==> src/rtl/battle_turn_sequencer.sv <==
// battle_turn_sequencer
//   Runs one battle's turn sequence: loads starting HP for two 3-member teams
//   from the stats ROM, orders each turn's two attacks by speed, applies the
//   damage calculator's result with saturation, waits for a text-advance ack
//   after every hit, switches fainted members in, and reports win/lose.
//
// Ports
//   Clk, Reset              clock; synchronous active-high reset
//   start                   begin a battle (accepted in IDLE only)
//   player_team/enemy_team  packed species IDs, member i at [ID_W*i +: ID_W]
//   rom_addr / rom_hp       combinational stats ROM lookup used during INIT
//   move_go                 execute a turn (accepted in WAIT_MOVE only)
//   player_spd/enemy_spd    active member speeds, sampled on move_go
//   damage                  calculator result for the current attacker
//   ack                     battle text advanced (ACK1/ACK2/DONE only)
//   is_player               1 while the player is the attacker in HIT1/HIT2
//   busy                    high in every state except IDLE and DONE
//   cur_mon/opp_mon         active member indices
//   cur_hp/opp_hp           HP of the active members
//   done/result             battle over; result 1 = win, 0 = lose
module battle_turn_sequencer #(
  parameter int HP_W      = 8,
  parameter int ID_W      = 3,
  parameter int TEAM_SIZE = 3
) (
  input  logic                Clk,
  input  logic                Reset,
  input  logic                start,
  input  logic [3*ID_W-1:0]   player_team,
  input  logic [3*ID_W-1:0]   enemy_team,
  output logic [ID_W-1:0]     rom_addr,
  input  logic [HP_W-1:0]     rom_hp,
  input  logic                move_go,
  input  logic [HP_W-1:0]     player_spd,
  input  logic [HP_W-1:0]     enemy_spd,
  input  logic [HP_W-1:0]     damage,
  input  logic                ack,
  output logic                is_player,
  output logic                busy,
  output logic [1:0]          cur_mon,
  output logic [1:0]          opp_mon,
  output logic [HP_W-1:0]     cur_hp,
  output logic [HP_W-1:0]     opp_hp,
  output logic                done,
  output logic                result
);

  typedef enum logic [3:0] {
    S_IDLE, S_INIT, S_WAIT_MOVE, S_HIT1, S_ACK1, S_HIT2, S_ACK2, S_SWITCH, S_DONE
  } state_t;

  state_t          r_state;
  logic [2:0]      r_k;
  logic [HP_W-1:0] r_player_hp [TEAM_SIZE];
  logic [HP_W-1:0] r_enemy_hp  [TEAM_SIZE];
  logic [1:0]      r_cur_mon;
  logic [1:0]      r_opp_mon;
  logic            r_first_player;
  logic            r_result;

  logic [1:0]      w_load_idx;
  logic [HP_W-1:0] w_player_act_hp;
  logic [HP_W-1:0] w_enemy_act_hp;
  logic [HP_W-1:0] w_player_hit_hp;
  logic [HP_W-1:0] w_enemy_hit_hp;
  logic            w_player_wiped;
  logic            w_enemy_wiped;
  logic [1:0]      w_player_alive;
  logic [1:0]      w_enemy_alive;
  logic            w_player_attacks;
  logic            w_defender_enemy;
  logic            w_defender_wiped;

  // k = 0..2 loads player members, k = 3..5 loads enemy members.
  assign w_load_idx = (r_k < 3'd3) ? r_k[1:0] : 2'(r_k - 3'd3);

  assign w_player_act_hp = r_player_hp[r_cur_mon];
  assign w_enemy_act_hp  = r_enemy_hp[r_opp_mon];

  // Damage saturates at 0 rather than wrapping.
  assign w_player_hit_hp = (w_player_act_hp > damage) ? w_player_act_hp - damage : '0;
  assign w_enemy_hit_hp  = (w_enemy_act_hp  > damage) ? w_enemy_act_hp  - damage : '0;

  // NOTE: every always_comb output gets a default first so no latch is inferred.
  always_comb begin
    w_player_wiped = 1'b1;
    w_enemy_wiped  = 1'b1;
    w_player_alive = r_cur_mon;
    w_enemy_alive  = r_opp_mon;
    // Scan downward so the lowest living index is the one that sticks.
    for (int i = TEAM_SIZE - 1; i >= 0; i--) begin
      if (r_player_hp[i] != '0) begin
        w_player_wiped = 1'b0;
        w_player_alive = 2'(i);
      end
      if (r_enemy_hp[i] != '0) begin
        w_enemy_wiped = 1'b0;
        w_enemy_alive = 2'(i);
      end
    end
  end

  always_comb begin
    rom_addr = '0;
    if (r_state == S_INIT) begin
      if (r_k < 3'd3) rom_addr = player_team[ID_W*int'(w_load_idx) +: ID_W];
      else            rom_addr = enemy_team[ID_W*int'(w_load_idx) +: ID_W];
    end
  end

  // The first attacker strikes in HIT1, the other side in HIT2.
  assign w_player_attacks = ((r_state == S_HIT1) &&  r_first_player) ||
                            ((r_state == S_HIT2) && !r_first_player);
  assign w_defender_enemy = (r_state == S_ACK1) ? r_first_player : !r_first_player;
  assign w_defender_wiped = w_defender_enemy ? w_enemy_wiped : w_player_wiped;

  always_ff @(posedge Clk) begin
    if (Reset) begin
      r_state        <= S_IDLE;
      r_k            <= '0;
      r_cur_mon      <= '0;
      r_opp_mon      <= '0;
      r_first_player <= 1'b0;
      r_result       <= 1'b0;
      // NOTE: the HP files are cleared on reset so a reset mid-battle leaves
      // cur_hp/opp_hp at 0 instead of exposing the stale battle's values.
      for (int i = 0; i < TEAM_SIZE; i++) begin
        r_player_hp[i] <= '0;
        r_enemy_hp[i]  <= '0;
      end
    end else begin
      unique case (r_state)
        S_IDLE: begin
          if (start) begin
            r_k       <= '0;
            r_cur_mon <= '0;
            r_opp_mon <= '0;
            r_state   <= S_INIT;
          end
        end
        S_INIT: begin
          if (r_k < 3'd3) r_player_hp[w_load_idx] <= rom_hp;
          else            r_enemy_hp[w_load_idx]  <= rom_hp;
          r_k <= r_k + 3'd1;
          if (r_k == 3'd5) begin
            // Player HP is fully loaded by k=5; an all-zero team loses at once,
            // even if the enemy team is all zero as well.
            if (w_player_wiped) begin
              r_result <= 1'b0;
              r_state  <= S_DONE;
            end else begin
              r_state  <= S_WAIT_MOVE;
            end
          end
        end
        S_WAIT_MOVE: begin
          if (move_go) begin
            r_first_player <= (player_spd >= enemy_spd);
            r_state        <= S_HIT1;
          end
        end
        S_HIT1, S_HIT2: begin
          // A fainted attacker forfeits its hit.
          if (w_player_attacks) begin
            if (w_player_act_hp != '0) r_enemy_hp[r_opp_mon] <= w_enemy_hit_hp;
          end else begin
            if (w_enemy_act_hp != '0) r_player_hp[r_cur_mon] <= w_player_hit_hp;
          end
          r_state <= (r_state == S_HIT1) ? S_ACK1 : S_ACK2;
        end
        S_ACK1, S_ACK2: begin
          if (ack) begin
            if (w_defender_wiped) begin
              r_result <= w_defender_enemy;
              r_state  <= S_DONE;
            end else begin
              r_state  <= (r_state == S_ACK1) ? S_HIT2 : S_SWITCH;
            end
          end
        end
        S_SWITCH: begin
          if (w_player_act_hp == '0) r_cur_mon <= w_player_alive;
          if (w_enemy_act_hp  == '0) r_opp_mon <= w_enemy_alive;
          r_state <= S_WAIT_MOVE;
        end
        S_DONE: begin
          if (ack) begin
            r_result <= 1'b0;
            r_state  <= S_IDLE;
          end
        end
        default: r_state <= S_IDLE;
      endcase
    end
  end

  assign is_player = w_player_attacks;
  assign busy      = (r_state != S_IDLE) && (r_state != S_DONE);
  assign done      = (r_state == S_DONE);
  assign result    = r_result;
  assign cur_mon   = r_cur_mon;
  assign opp_mon   = r_opp_mon;
  assign cur_hp    = w_player_act_hp;
  assign opp_hp    = w_enemy_act_hp;

endmodule

==> config.mk <==
export PLATFORM = sky130hd
export DESIGN_NAME = battle_turn_sequencer
export DESIGN_NICKNAME = d
export VERILOG_FILES = /design/src/rtl/battle_turn_sequencer.sv
export SDC_FILE = /design/constraint.sdc
export NUM_CORES = 1
export LEC_CHECK = 0
export ABC_AREA = 1
export CELL_PAD_IN_SITES_DETAIL_PLACEMENT = 2
export CELL_PAD_IN_SITES_GLOBAL_PLACEMENT = 2
export CORE_MARGIN = 10
export CORE_UTILIZATION = 32
export DETAILED_ROUTE_END_ITERATION = 10
export GPL_TIMING_DRIVEN = 0
export PLACE_DENSITY = 0.89
export SETUP_SLACK_MARGIN = 0.3
export SYNTH_ARGS = -nofsm -noshare
export SYNTH_HDL_FRONTEND = slang
export SYNTH_SLANG_ARGS = --single-unit
export TNS_END_PERCENT = 20
==> constraint.sdc <==
create_clock -name Clk -period 3 [get_ports Clk]
set_input_delay 0.9 -clock Clk [delete_from_list [all_inputs] [get_ports Clk]]
set_output_delay 0.9 -clock Clk [all_outputs]
set_load 0.01 [all_outputs]
# Word level (Yosys, flattened, before mapping)
# Memory sizes are Yosys's and may differ from the RTL's. A register that Yosys moved wholly into a read port is not among the register bits.
# Cells that the tools add are included.
[op_classes]
addsub = 4
n_mul = 1
div_mod_pow = 0
magnitude_cmp = 4
n_eq_ne = 21
shifts = 2
n_mux = 78
n_bitwise = 0
reduce_logical = 32
[op_table]
columns = ["cell", "n"]
rows = [
  ["$reduce_bool A8 Y1", 8],
  ["$mux W8", 6],
  ["$mux W2", 20],
  ["$mux W1", 37],
  ["$reduce_or A8 Y1", 4],
  ["$shiftx A9 B32 Y3", 1],
  ["$mux W4", 7],
  ["$pmux W4 S7", 1],
  ["$eq A4 B3 Y1 const B", 4],
  ["$gt A8 B8 Y1", 2],
  ["$logic_not A8 Y1", 2],
  ["$ne A2 B2 Y1 const B", 8],
  ["$sub A8 B8 Y8", 2],
  ["$ne A4 B4 Y1 const B", 3],
  ["$mux W3", 3],
  ["$shiftx A9 B5 Y3", 1],
  ["$eq A4 B2 Y1 const B", 2],
  ["$ge A8 B8 Y1", 1],
  ["$pmux W2 S2", 2],
  ["$reduce_and A4 Y1", 2],
  ["$pmux W3 S2", 1],
  ["$reduce_and A6 Y1", 1],
  ["$reduce_and A5 Y1", 1],
  ["$eq A4 B1 Y1 const B", 1],
  ["17 further kinds", 22],
]
[totals]
regBits = 13
latch_bits = 0
mem_bits_rw = 48
romBits = 0
input_bits = 55
mem_count = 2
[mem_list]
columns = ["name", "depth", "width", "rd", "rd_clocked_by_memory_dff", "write_ports", "line_no", "source"]
rows = [
  ["r_enemy_hp", 3, 8, 4, 1, 3, "55", "logic [HP_W-1:0] r_enemy_hp [TEAM_SIZE];"],
  ["r_player_hp", 3, 8, 4, 1, 3, "54", "logic [HP_W-1:0] r_player_hp [TEAM_SIZE];"],
]

# Depth between registers and ports, before layout
# Gate-level depths: netlist of run 1.
[logic_depth]
ltp_word = 9
ltp_mapped = 18
mapped_depth_nobuf = 17

# Worst setup path after synthesis of run 1
# No wires, ideal clock.
[synth_timing]
path_kind = "input to register"
from = "input damage[5]"
to = "memory r_player_hp[0][7], data pin"
setup_ns = 0.142
arrival_time_ns = 2.335
setup_slack_ns = 0.522
cell_stages = 10
path_buffers = 0
path_cell_list = "inv_1 ha_1 inv_1 o21ai_0 a21oi_1 a21boi_0 nand3_1 o21ai_1 inv_2 nor2_1"
[synth_rtl]
columns = ["element", "line_no", "source"]
rows = [
  ["start, declared", "36", "input logic [HP_W-1:0] damage,"],
  ["end, declared", "54", ""],
]

# Worst setup path in the final report of run 1
[layout_timing]
from = "register r_k[0]"
to = "output rom_addr[2]"
[layout_via]
elab_chain_len = 6
word_cells_on_any_way = 8
cone_classes = "1 x add/sub; 1 x mul; 1 x order compare; 2 x shift; 3 x mux"
[layout_lines]
columns = ["element", "line_no", "source"]
rows = [
  ["start, declared", "53", "logic [2:0] r_k;"],
  ["start signal, assigned", "144", "r_k <= r_k + 3'd1;"],
  ["$lt A3 B2 Y1 or $sub A2 B2 Y2 (tied branches)", "75, 106", ""],
  ["$mux W2", "75", "assign w_load_idx = (r_k < 3'd3) ? r_k[1:0] : 2'(r_k - 3'd3);"],
  ["$mul A2 B2 Y4", "106, 107", ""],
  ["$shiftx A9 B5 Y3 or $shiftx A9 B32 Y3 (tied branches)", "107, 106", ""],
  ["$mux W3 (*)", "106", "if (r_k < 3'd3) rom_addr = player_team[ID_W*int'(w_load_idx) +: ID_W];"],
  ["$mux W3 (*)", "105", "if (r_state == S_INIT) begin"],
  ["end, declared", "31", "output logic [ID_W-1:0] rom_addr,"],
]
# Mark *: on every way between the ends. The rest lies on a longest branch, timed or not.

==> results.toml, run 1 <==
[run_status]
status = "completed"

[cells_and_area]
finalNetCount = 989
syn2layout_area_growth_pct = 39.1
drive_gt1_share_pct = 28.4
antenna_cells = 0
fin_area_sq_mm = 0.00802

[logic_synthesis]
ys.flop_type = "edfxtp_1"
avgSynthCellArea_sq_um = 7.40
ys_ff_latch = 81
netlist_area_sq_mm = 0.00576
synth_edf_count = 64
yosysUniqueCellTypes = 45
synth_nets = 864
syn-instance-count = 779
synthArstFlopShare_pct = 0
synth-seq-area-share_pct = 39.2
yosys_warnings = 0

[floorplan]
start_util_pct = 32.3
die_y_microns = 154
std_cell_rows = 49
core-area_sq_mm = 0.0178
die_w_microns = 154
die_area_sq_mm = 0.0238
ioPinCount = 82

[timing]
skew_ns = 0.0105
fmax_mhz = 347
maxSlewHeadroom_pct = 43.1
slew_violations = 0
tightest_slew_ns = 0.853
min_period_over_period_pct = 96.1
tns_ns = 0
min_period_ns = 2.88
finalHoldViolations = 0
rsz0062_at_grt = "true"
setup_viol = 0
whs_ns = 0.530

[pwr]
p_leak_uw = 0.00384
p_per_area_mw_per_mm2 = 870
power.internal_uw = 3670
ir_drop_uv = 441
p_sw_uw = 3300
power_frac_comb_pct = 62.7
p_total_uw = 6970
power_frac_seq_pct = 21.1
clockPowerShare_pct = 16.2
swShare_pct = 47.3

[critical_path]
required_ns = 2.10
worstPathMaxFanout = 6
cp-end-kind = "output pin"
crit_arrival_ns = 1.98
crit_type = "flop to output pin"
start_kind = "flop"

[global_routing]
grt_pass1_wl_mm = 33.8
grt_pass1_vias = 6166
grt_antenna_before_repair = 0
grt-ovfl-total = 0
grt_use_total_pct = 17.8
grt_max_degree = 14

[clock_network]
clock-root-buffer = "clkbuf_16"
cts_buffer_depth = 2
holdBufCountCts = 0
numClockSinks = 81
clk_latency_ns = 0.36
cts_made_buffers = 9
cts_tree = "done"
htree_levels = 3
clk_pin_slew_ns = 0.06

[detailed_routing]
wl_mm = 26.4
detail-route-antenna-nets = 0
routedWlPerCell_microns = 23.2
first_pass_iters = 5
vias = 6028
drt_iter0_drc = 343
vias_per_cell = 5.30
drc = 0

[place]
hpwl_mm = 17.2
place_area_sq_mm = 0.00686
port_buffers = 81
gp_congestion = 0.841

[flow_run]
drv_cap = 0

[worst_hold_path]
hold_class = "flop to flop"
-- layer usage --
metal	routed length (microns)	GRT usage, %	vias to the layer above	part of all wire [%]
li1	-	-	2773	-
met1	10900	22.1	3027	41
met4	700	4.27	0	2.7
met2	13600	30.7	181	52
met5	0	0	-	0
met3	1170	3.74	47	4.5
-- per-stage QoR --
| step | setup WS, ns | std cells | util, % |
|---|---|---|---|
| 3_5_place_dp | -0.623 | 1089 | 38.5 |
| 4_1_cts | 0.0510 | 1111 | 40.6 |
| 3_3_place_gp | -0.569 | 1089 | 38.5 |
| 5_1_grt | 0.00691 | 1138 | 44.9 |
| 2_1_floorplan | 0.522 | 779 | - |
| 6_report | 0.116 | 1138 | 44.9 |
-- logic make-up (layout without fill, tap and decap cells) --
| family | count (synthesis) | in the layout | synth area share (%) |
|---|---|---|---|
| AND/OR/NAND/NOR | 474 | 474 | 37.2 |
| adder cells (fa/ha/maj) | 30 | 30 | 6.77 |
| flip-flops | 81 | 81 | 39.2 |
| XOR/XNOR | 6 | 6 | 0.912 |
| buffers and inverters | 125 | 255 | 9.29 |
| AO/OA/AOI/OAI | 63 | 63 | 6.58 |
-- synth_stat cells (4+ instances only) --
| cell type | instances | area, sq um |
|---|---|---|
| nand3_1 | 67 | 335 |
| nor2_2 | 18 | 113 |
| dfxtp_1 | 17 | 340 |
| edfxtp_1 | 64 | 1920 |
| nor2_1 | 93 | 349 |
| nand2_2 | 11 | 68.8 |
| xor2_1 | 4 | 35.0 |
| nand3_2 | 5 | 50.1 |
| nand4_1 | 15 | 93.8 |
| o21ai_0 | 14 | 70.1 |
| nand2_1 | 245 | 920 |
| a31oi_1 | 4 | 25.0 |
| buf_2 | 4 | 20.0 |
| inv_2 | 19 | 71.3 |
| buf_6 | 6 | 67.6 |
| a21oi_1 | 24 | 120 |
| nor2_4 | 5 | 56.3 |
| ha_1 | 28 | 350 |
| inv_1 | 90 | 338 |
-- layout by cell type, fill, tap and decap left out, types with 5 or more instances in the layout --
cell type,synthesis,final
ha_4,0,14
buf_2,4,5
dlygate4sd2_1,0,8
nand2_2,11,53
buf_6,6,13
nand4_1,15,15
nand2_1,245,198
dfxtp_1,17,12
a21oi_2,0,7
buf_4,3,30
clkdlybuf4s50_1,0,41
nor2_4,5,11
clkbuf_16,0,10
inv_4,2,6
nand2_4,3,8
edfxtp_1,64,64
a21oi_1,24,17
o21ai_0,14,10
nor2_1,93,81
nand3_1,67,63
ha_1,28,14
dlymetal6s2s_1,0,29
inv_1,90,68
nor2_2,18,24
inv_2,19,36
nand3_2,5,8
o21ai_2,2,6
-- layout make-up --
cell class                 instances  area [sq um]
fill                            1953          9820
clock buffer                      15           289
buffer                            14           138
inverter                         111           437
sequential                        81          2270
tap                              229           287
multi-input combinational        573          3470
clock inverter                     1          7.51
timing repair buffer             114          1120
-- power by group through the flow --
stage | clock network [uW] | logic, uW | registers [uW]
5_1_grt | 1180 | 4720 | 1490
6_report | 1130 | 4370 | 1470
3_5_place_dp | 0 | 3280 | 1470
3_3_place_gp | 0 | 3140 | 1460
4_1_cts | 1140 | 3390 | 1450
2_1_floorplan | 0 | 2030 | 1450
-- what timing repair did --
| action | CTS | global route |
|---|---|---|
| setup buffers | 6 | 27 |
| gates resized for setup | 44 | 173 |
| hold endpoints to repair | 0 | 0 |
| endpoints found under the setup margin | 148 | 141 |
| cloned | 0 | 0 |
| pin swaps | 6 | 49 |
-- path summary, 6_finish.rpt --
check | start | to | slack (ns) | cells past startpoint
max | r_k[0] | rom_addr[2] | 0.12 | 10
min | result | result | 0.53 | 4
max reg2reg | flop | r_enemy_hp[2][4] | 0.22 | 18
min reg2reg | result | result | 0.53 | 4
-- sequential cells by signal, indices dropped and copies added, names as in the netlist, named ones only --
name and cells:
r_enemy_hp 32, r_player_hp 32, r_state 4, r_k 3, cur_mon 2, opp_mon 2, r_first_player 1, result 1
-- critical path, cell delays in order (launching register included) --
cell and delay [ns]:
dfxtp_2 0.34, buf_6 0.13, nor2_4 0.21, buf_6 0.14, nor2_2 0.05, inv_1 0.16
a21oi_2 0.06, a21oi_2 0.18, o21ai_1 0.10, nor2_1 0.11, buf_2 0.14
Note: power is estimated with default switching activity, not from simulation.
==> inputs of run 2 (changes only) <==
--- a/config.mk
+++ b/config.mk
@@ -8,6 +8,7 @@
 export ABC_AREA = 1
 export CELL_PAD_IN_SITES_DETAIL_PLACEMENT = 2
 export CELL_PAD_IN_SITES_GLOBAL_PLACEMENT = 2
+export CORE_ASPECT_RATIO = 1.25
 export CORE_MARGIN = 10
 export CORE_UTILIZATION = 32
 export DETAILED_ROUTE_END_ITERATION = 10
==> constraint.sdc (replaced) <==
create_clock -name Clk -period 3 [get_ports Clk]
set_input_delay 0.6 -clock Clk [delete_from_list [all_inputs] [get_ports Clk]]
set_output_delay 0.6 -clock Clk [all_outputs]
set_load 0.05 [all_outputs]
==> run 2 against run 1 <==
  * Final cell count is 2.5% lower
  * Clock skew is 0.00055 ns higher
  * Flip-flop and latch count stayed put
  * Worst setup slack worse by 0.017 ns
  * Via count is 5.0% lower
  * Clock power hardly changed
  * Sequential share of layout area is 1.8 points higher
  * First-iteration DRC count is 17% lower
  * Core utilization is 2.3 points lower
  * Critical path depth is 2 lower
  * Clock-buffer cell count is 6 lower
  * Largest power group unchanged
==> results.toml, run 2 (synthesized netlist as in run 1, its figures left out) <==
[global_routing]
grt_pass1_wl_mm = 35.3
grt_max_degree = 15
grt_use_total_pct = 18.5
grt_pass1_vias = 6503
grt_antenna_before_repair = 0
grt-ovfl-total = 0

[pwr]
power.internal_uw = 3430
clockPowerShare_pct = 16.5
swShare_pct = 50.7
power_frac_comb_pct = 62.5
p_sw_uw = 3530
ir_drop_uv = 397
p_per_area_mw_per_mm2 = 928
power_frac_seq_pct = 21.0
p_leak_uw = 0.00338

[worst_hold_path]
hold_depth = 4
hold_class = "flop to flop"

[floorplan]
std_cell_rows = 54
start_util_pct = 32.8
die_w_microns = 140
core-area_sq_mm = 0.0176
die_y_microns = 170
die_area_sq_mm = 0.0238
ioPinCount = 82

[timing]
min_period_over_period_pct = 96.7
tns_ns = 0
slew_violations = 0
whs_ns = 0.531
setup_viol = 0
fmax_mhz = 345
maxSlewHeadroom_pct = 48.0
min_period_ns = 2.90
rsz0062_at_grt = "true"
tightest_slew_ns = 0.780
finalHoldViolations = 0
skew_ns = 0.0111

[place]
place_area_sq_mm = 0.00686
gp_congestion = 0.819
port_buffers = 81
dp.cells = 1084
hpwl_mm = 17.4

[critical_path]
cp-end-kind = "output pin"
crit_type = "flop to output pin"
crit_arrival_ns = 2.30
required_ns = 2.40
reg2reg_depth = 16
worstPathMaxFanout = 10
start_kind = "flop"
path_cells = "buf_6 > inv_4 > buf_6 > nand2_1 > nand3_2 > nand2_1 > inv_1 > clkdlybuf4s50_1"
slowest_delay_ns = 0.83
cp_slowest_cell = "clkdlybuf4s50_1"

[cells_and_area]
fin_cells = 1109
layout_common_cells = "227 x nand2_1, 85 x nor2_1, 81 x inv_1"
fin_util_pct = 42.7
fin_area_sq_mm = 0.00750
finalNetCount = 965
antenna_cells = 0
reg_top3 = "r_enemy_hp: 32 flops, r_player_hp: 32 flops, r_state: 4 flops"
fill_cells = 2005
syn2layout_area_growth_pct = 30.1
mostFrequentLayoutCell = "nand2_1"
drive_gt1_share_pct = 19.3

[detailed_routing]
vias = 5726
drc = 0
first_pass_iters = 4
detail-route-antenna-nets = 0
wl_mm = 23.4
routedWlPerCell_microns = 21.1
drt_iter0_drc = 283
vias_per_cell = 5.16

[clock_network]
clk_latency_ns = 0.35
holdBufCountCts = 0
cts_made_buffers = 9
cts_tree = "done"
numClockSinks = 81
clk_pin_slew_ns = 0.07
cts_buffer_depth = 2
clock-root-buffer = "clkbuf_16"
htree_levels = 3

[flow_run]
drv_cap = 0

[run_status]
status = "completed"
==> run 2: area by class of cell <==
class	count	area, sq um	area share, %
buffer	14	119	1.59
clock buffer	9	225	3.00
clock inverter	7	70.1	0.934
inverter	111	427	5.69
multi-input combinational	573	3240	43.3
sequential	81	2260	30.2
tap	224	280	3.74
timing repair buffer	90	872	11.6
==> run 2: timing repair <==
action,CTS,global route
endpoints found under the setup margin,138,142
endpoints found under the hold margin,0,0
gates resized for setup,40,56
pin swaps,3,14
setup buffers,2,7
==> run 2: routing by layer <==
layer  vias up  track usage, %  part of all wire, %
li1       2723               -                    -
met1      2803            20.8                   40
met2       156            33.9                   53
met3        44            3.48                  4.5
met4         0            7.15                  2.3
met5         -               0                    0
==> run 2: final timing paths <==
path	from	to	slack, ns
worst max-delay path	flop	cur_hp[4]	0.1
worst min register to register	result	result	0.53
worst min-delay path	result	result	0.53
worst max register to register	flop	r_enemy_hp[2][4]	0.20
==> run 2: per-stage QoR <==
| step | power (uW) | worst slack (ns) |
|---|---|---|
| finish | 6960 | 0.0991 |
| CTS | 6540 | 0.0572 |
| floorplan | 4030 | 0.403 |
| detailed placement | 5270 | -0.351 |
| global placement | 5120 | -0.316 |
| global route | 7410 | 0.0237 |
==> run 2: critical path: cells and delay by family (launching register included) <==
kind / cells / cell delay (ns)
buffers and inverters: 5 / 1.39
flip-flops: 1 / 0.31
AND/OR/NAND/NOR: 3 / 0.26
==> run 2: power by group through the flow <==
stage	clock [uW]	sequential (uW)	combinational [uW]
after floorplan	0	1530	2500
after global placement	0	1460	3660
after detailed placement	0	1480	3790
after CTS	1140	1460	3940
after global routing	1200	1470	4740
final	1150	1460	4350
==> inputs of run 3 (changes only) <==
--- a/config.mk
+++ b/config.mk
@@ -9,7 +9,7 @@
 export CELL_PAD_IN_SITES_DETAIL_PLACEMENT = 2
 export CELL_PAD_IN_SITES_GLOBAL_PLACEMENT = 2
 export CORE_ASPECT_RATIO = 1.25
-export CORE_MARGIN = 10
+export CORE_MARGIN = 3
 export CORE_UTILIZATION = 32
 export DETAILED_ROUTE_END_ITERATION = 10
 export GPL_TIMING_DRIVEN = 0
==> run 3 against run 2 <==
  * Core utilization rose by 1.5 points
  * Clock power barely moved
  * Combinational power rose by 3%
  * Global-route usage rose by 3.6 points
  * Largest power group unchanged
==> results.toml, run 3 (synthesized netlist as in run 1, its figures left out) <==
[place]
dp.cells = 1084
port_buffers = 81
hpwl_mm = 17.1
gp_congestion = 0.810

[cells_and_area]
layout_common_cells = "196 x nand2_1, 81 x nor2_1, 72 x inv_1"
finalNetCount = 963
reg_top3 = "r_enemy_hp: 32 flops, r_player_hp: 32 flops, r_state: 4 flops"
drive_gt1_share_pct = 25.3
fill_cells = 1999
fin_cells = 1107
fin_util_pct = 44.2
mostFrequentLayoutCell = "nand2_1"
syn2layout_area_growth_pct = 34.7
antenna_cells = 0

[timing]
skew_ns = 0.00940
maxSlewHeadroom_pct = 42.5
whs_ns = 0.536
fmax_mhz = 369
min_period_over_period_pct = 90.3
tightest_slew_ns = 0.862
tns_ns = 0
slew_violations = 0
setup_viol = 0
min_period_ns = 2.71
rsz0062_at_grt = "true"
finalHoldViolations = 0

[critical_path]
crit_type = "flop to flop"
path_delay_family = "simple AND/OR/NAND/NOR gates"
regToRegEndpoint = "r_player_hp[1][7]"
worstPathMaxFanout = 10
slowest_delay_ns = 0.34
cp-end-kind = "flop"
start_kind = "flop"
cp_slowest_cell = "dfxtp_2"
regToRegSetupSlack_ns = 0.29
path_cells = "buf_8 > inv_8 > buf_8 > nand2_1 > nand3_1 > nand2_2 > inv_2 > ha_4 > a21oi_1 > nand2_1 > nand3_1 > nand2_1 > nand2_1 > nand3_1 > o21ai_1 > inv_2 > nor2_2"
reg2reg_depth = 17
required_ns = 3.20
crit_arrival_ns = 2.91
cp_num_buf_inv = 5
crit_top_cell = "nand2_1"

[floorplan]
std_cell_rows = 54
core-area_sq_mm = 0.0176
die_w_microns = 126
die_y_microns = 156
die_area_sq_mm = 0.0197
start_util_pct = 32.8
ioPinCount = 82

[pwr]
p_sw_uw = 3620
clockPowerShare_pct = 16.5
p_per_area_mw_per_mm2 = 920
p_total_uw = 7140
power_frac_seq_pct = 20.5
p_leak_uw = 0.00360
ir_drop_uv = 351
swShare_pct = 50.6
power.internal_uw = 3530
power_frac_comb_pct = 63.0

[detailed_routing]
drt_iter0_drc = 208
vias_per_cell = 5.17
drc = 0
wl_mm = 22.8
routedWlPerCell_microns = 20.6
detail-route-antenna-nets = 0
first_pass_iters = 4
vias = 5724

[clock_network]
htree_levels = 3
cts_made_buffers = 9
numClockSinks = 81
cts_buffer_depth = 2
clk_latency_ns = 0.35
clock-root-buffer = "clkbuf_16"
cts_tree = "done"
clk_pin_slew_ns = 0.07
holdBufCountCts = 0

[worst_hold_path]
hp-start = "result"
hold_class = "flop to flop"
hold_depth = 4
hold_path_end = "result"

[global_routing]
grt-ovfl-total = 0
grt_pass1_vias = 6445
grt_pass1_wl_mm = 34.3
grt_antenna_before_repair = 2
grt_max_degree = 17
grt_use_total_pct = 22.1

[run_status]
status = "completed"

[flow_run]
drv_cap = 0
==> run 3: cell count changes in the layout (fill, tap and decap cells not counted), sizes merged <==
cell	before	now
dlymetal6s2s	1	18
clkdlybuf4s50	75	59
inv	112	115
buf	24	22
clkinvlp	2	0
clkbuf	10	11
clkdlybuf4s15	1	0
clkinv	3	2
dlygate4sd2	2	1
==> run 3: cell type report <==
class,count,area [sq um],area share (%)
buffer,14,134,1.72
tap,224,280,3.61
clock buffer,9,225,2.90
multi-input combinational,573,3430,44.2
inverter,111,444,5.72
timing repair buffer,88,903,11.6
sequential,81,2260,29.2
clock inverter,7,85.1,1.10
==> run 3: how the worst max path moves through the flow <==
| stage | end | cells after the start |
|---|---|---|
| after global placement | r_player_hp[3][6] | 8 |
| after global routing | r_player_hp[1][7] | 17 |
| final | r_player_hp[1][7] | 17 |
| after floorplan | r_player_hp[0][7] | 15 |
| after CTS | opp_hp[1] | 8 |
| after detailed placement | r_player_hp[3][5] | 8 |
==> run 3: per-layer routing <==
layer,GRT usage [%],wire (microns),vias to the layer above
li1,-,-,2713
met1,23.9,8750,2835
met3,3.60,847,37
met4,7.61,480,4
met2,43.2,12700,135
met5,0,28,-
==> run 3: worst min-delay path, cell delays in order (launching register included) <==
cell and delay [ns]:
dfxtp_1 0.31, inv_1 0.05, nand2_1 0.05, nand2_1 0.05
nor2_1 0.04
==> run 3: timing repair <==
item                                    4_1_cts  5_1_grt
resized for setup                            46      146
pin swaps                                     1       35
buffers inserted                              1        6
endpoints found under the setup margin      125      149
endpoints found under the hold margin         0        0
==> run 3: stage by stage <==
stage | instance area, sq um | worst slack (ns)
floorplan | 5760 | 0.403
global placement | 6860 | -0.302
detailed placement | 6860 | -0.338
CTS | 7290 | 0.0738
global route | 7760 | 0.156
finish | 7760 | 0.291
==> run 3: power groups by stage <==
stage	clock, uW	sequential (uW)	combinational, uW
after CTS	1180	1460	3980
final	1180	1470	4500
after detailed placement	0	1480	3770
after global placement	0	1460	3640
after global routing	1220	1480	4900
after floorplan	0	1530	2500
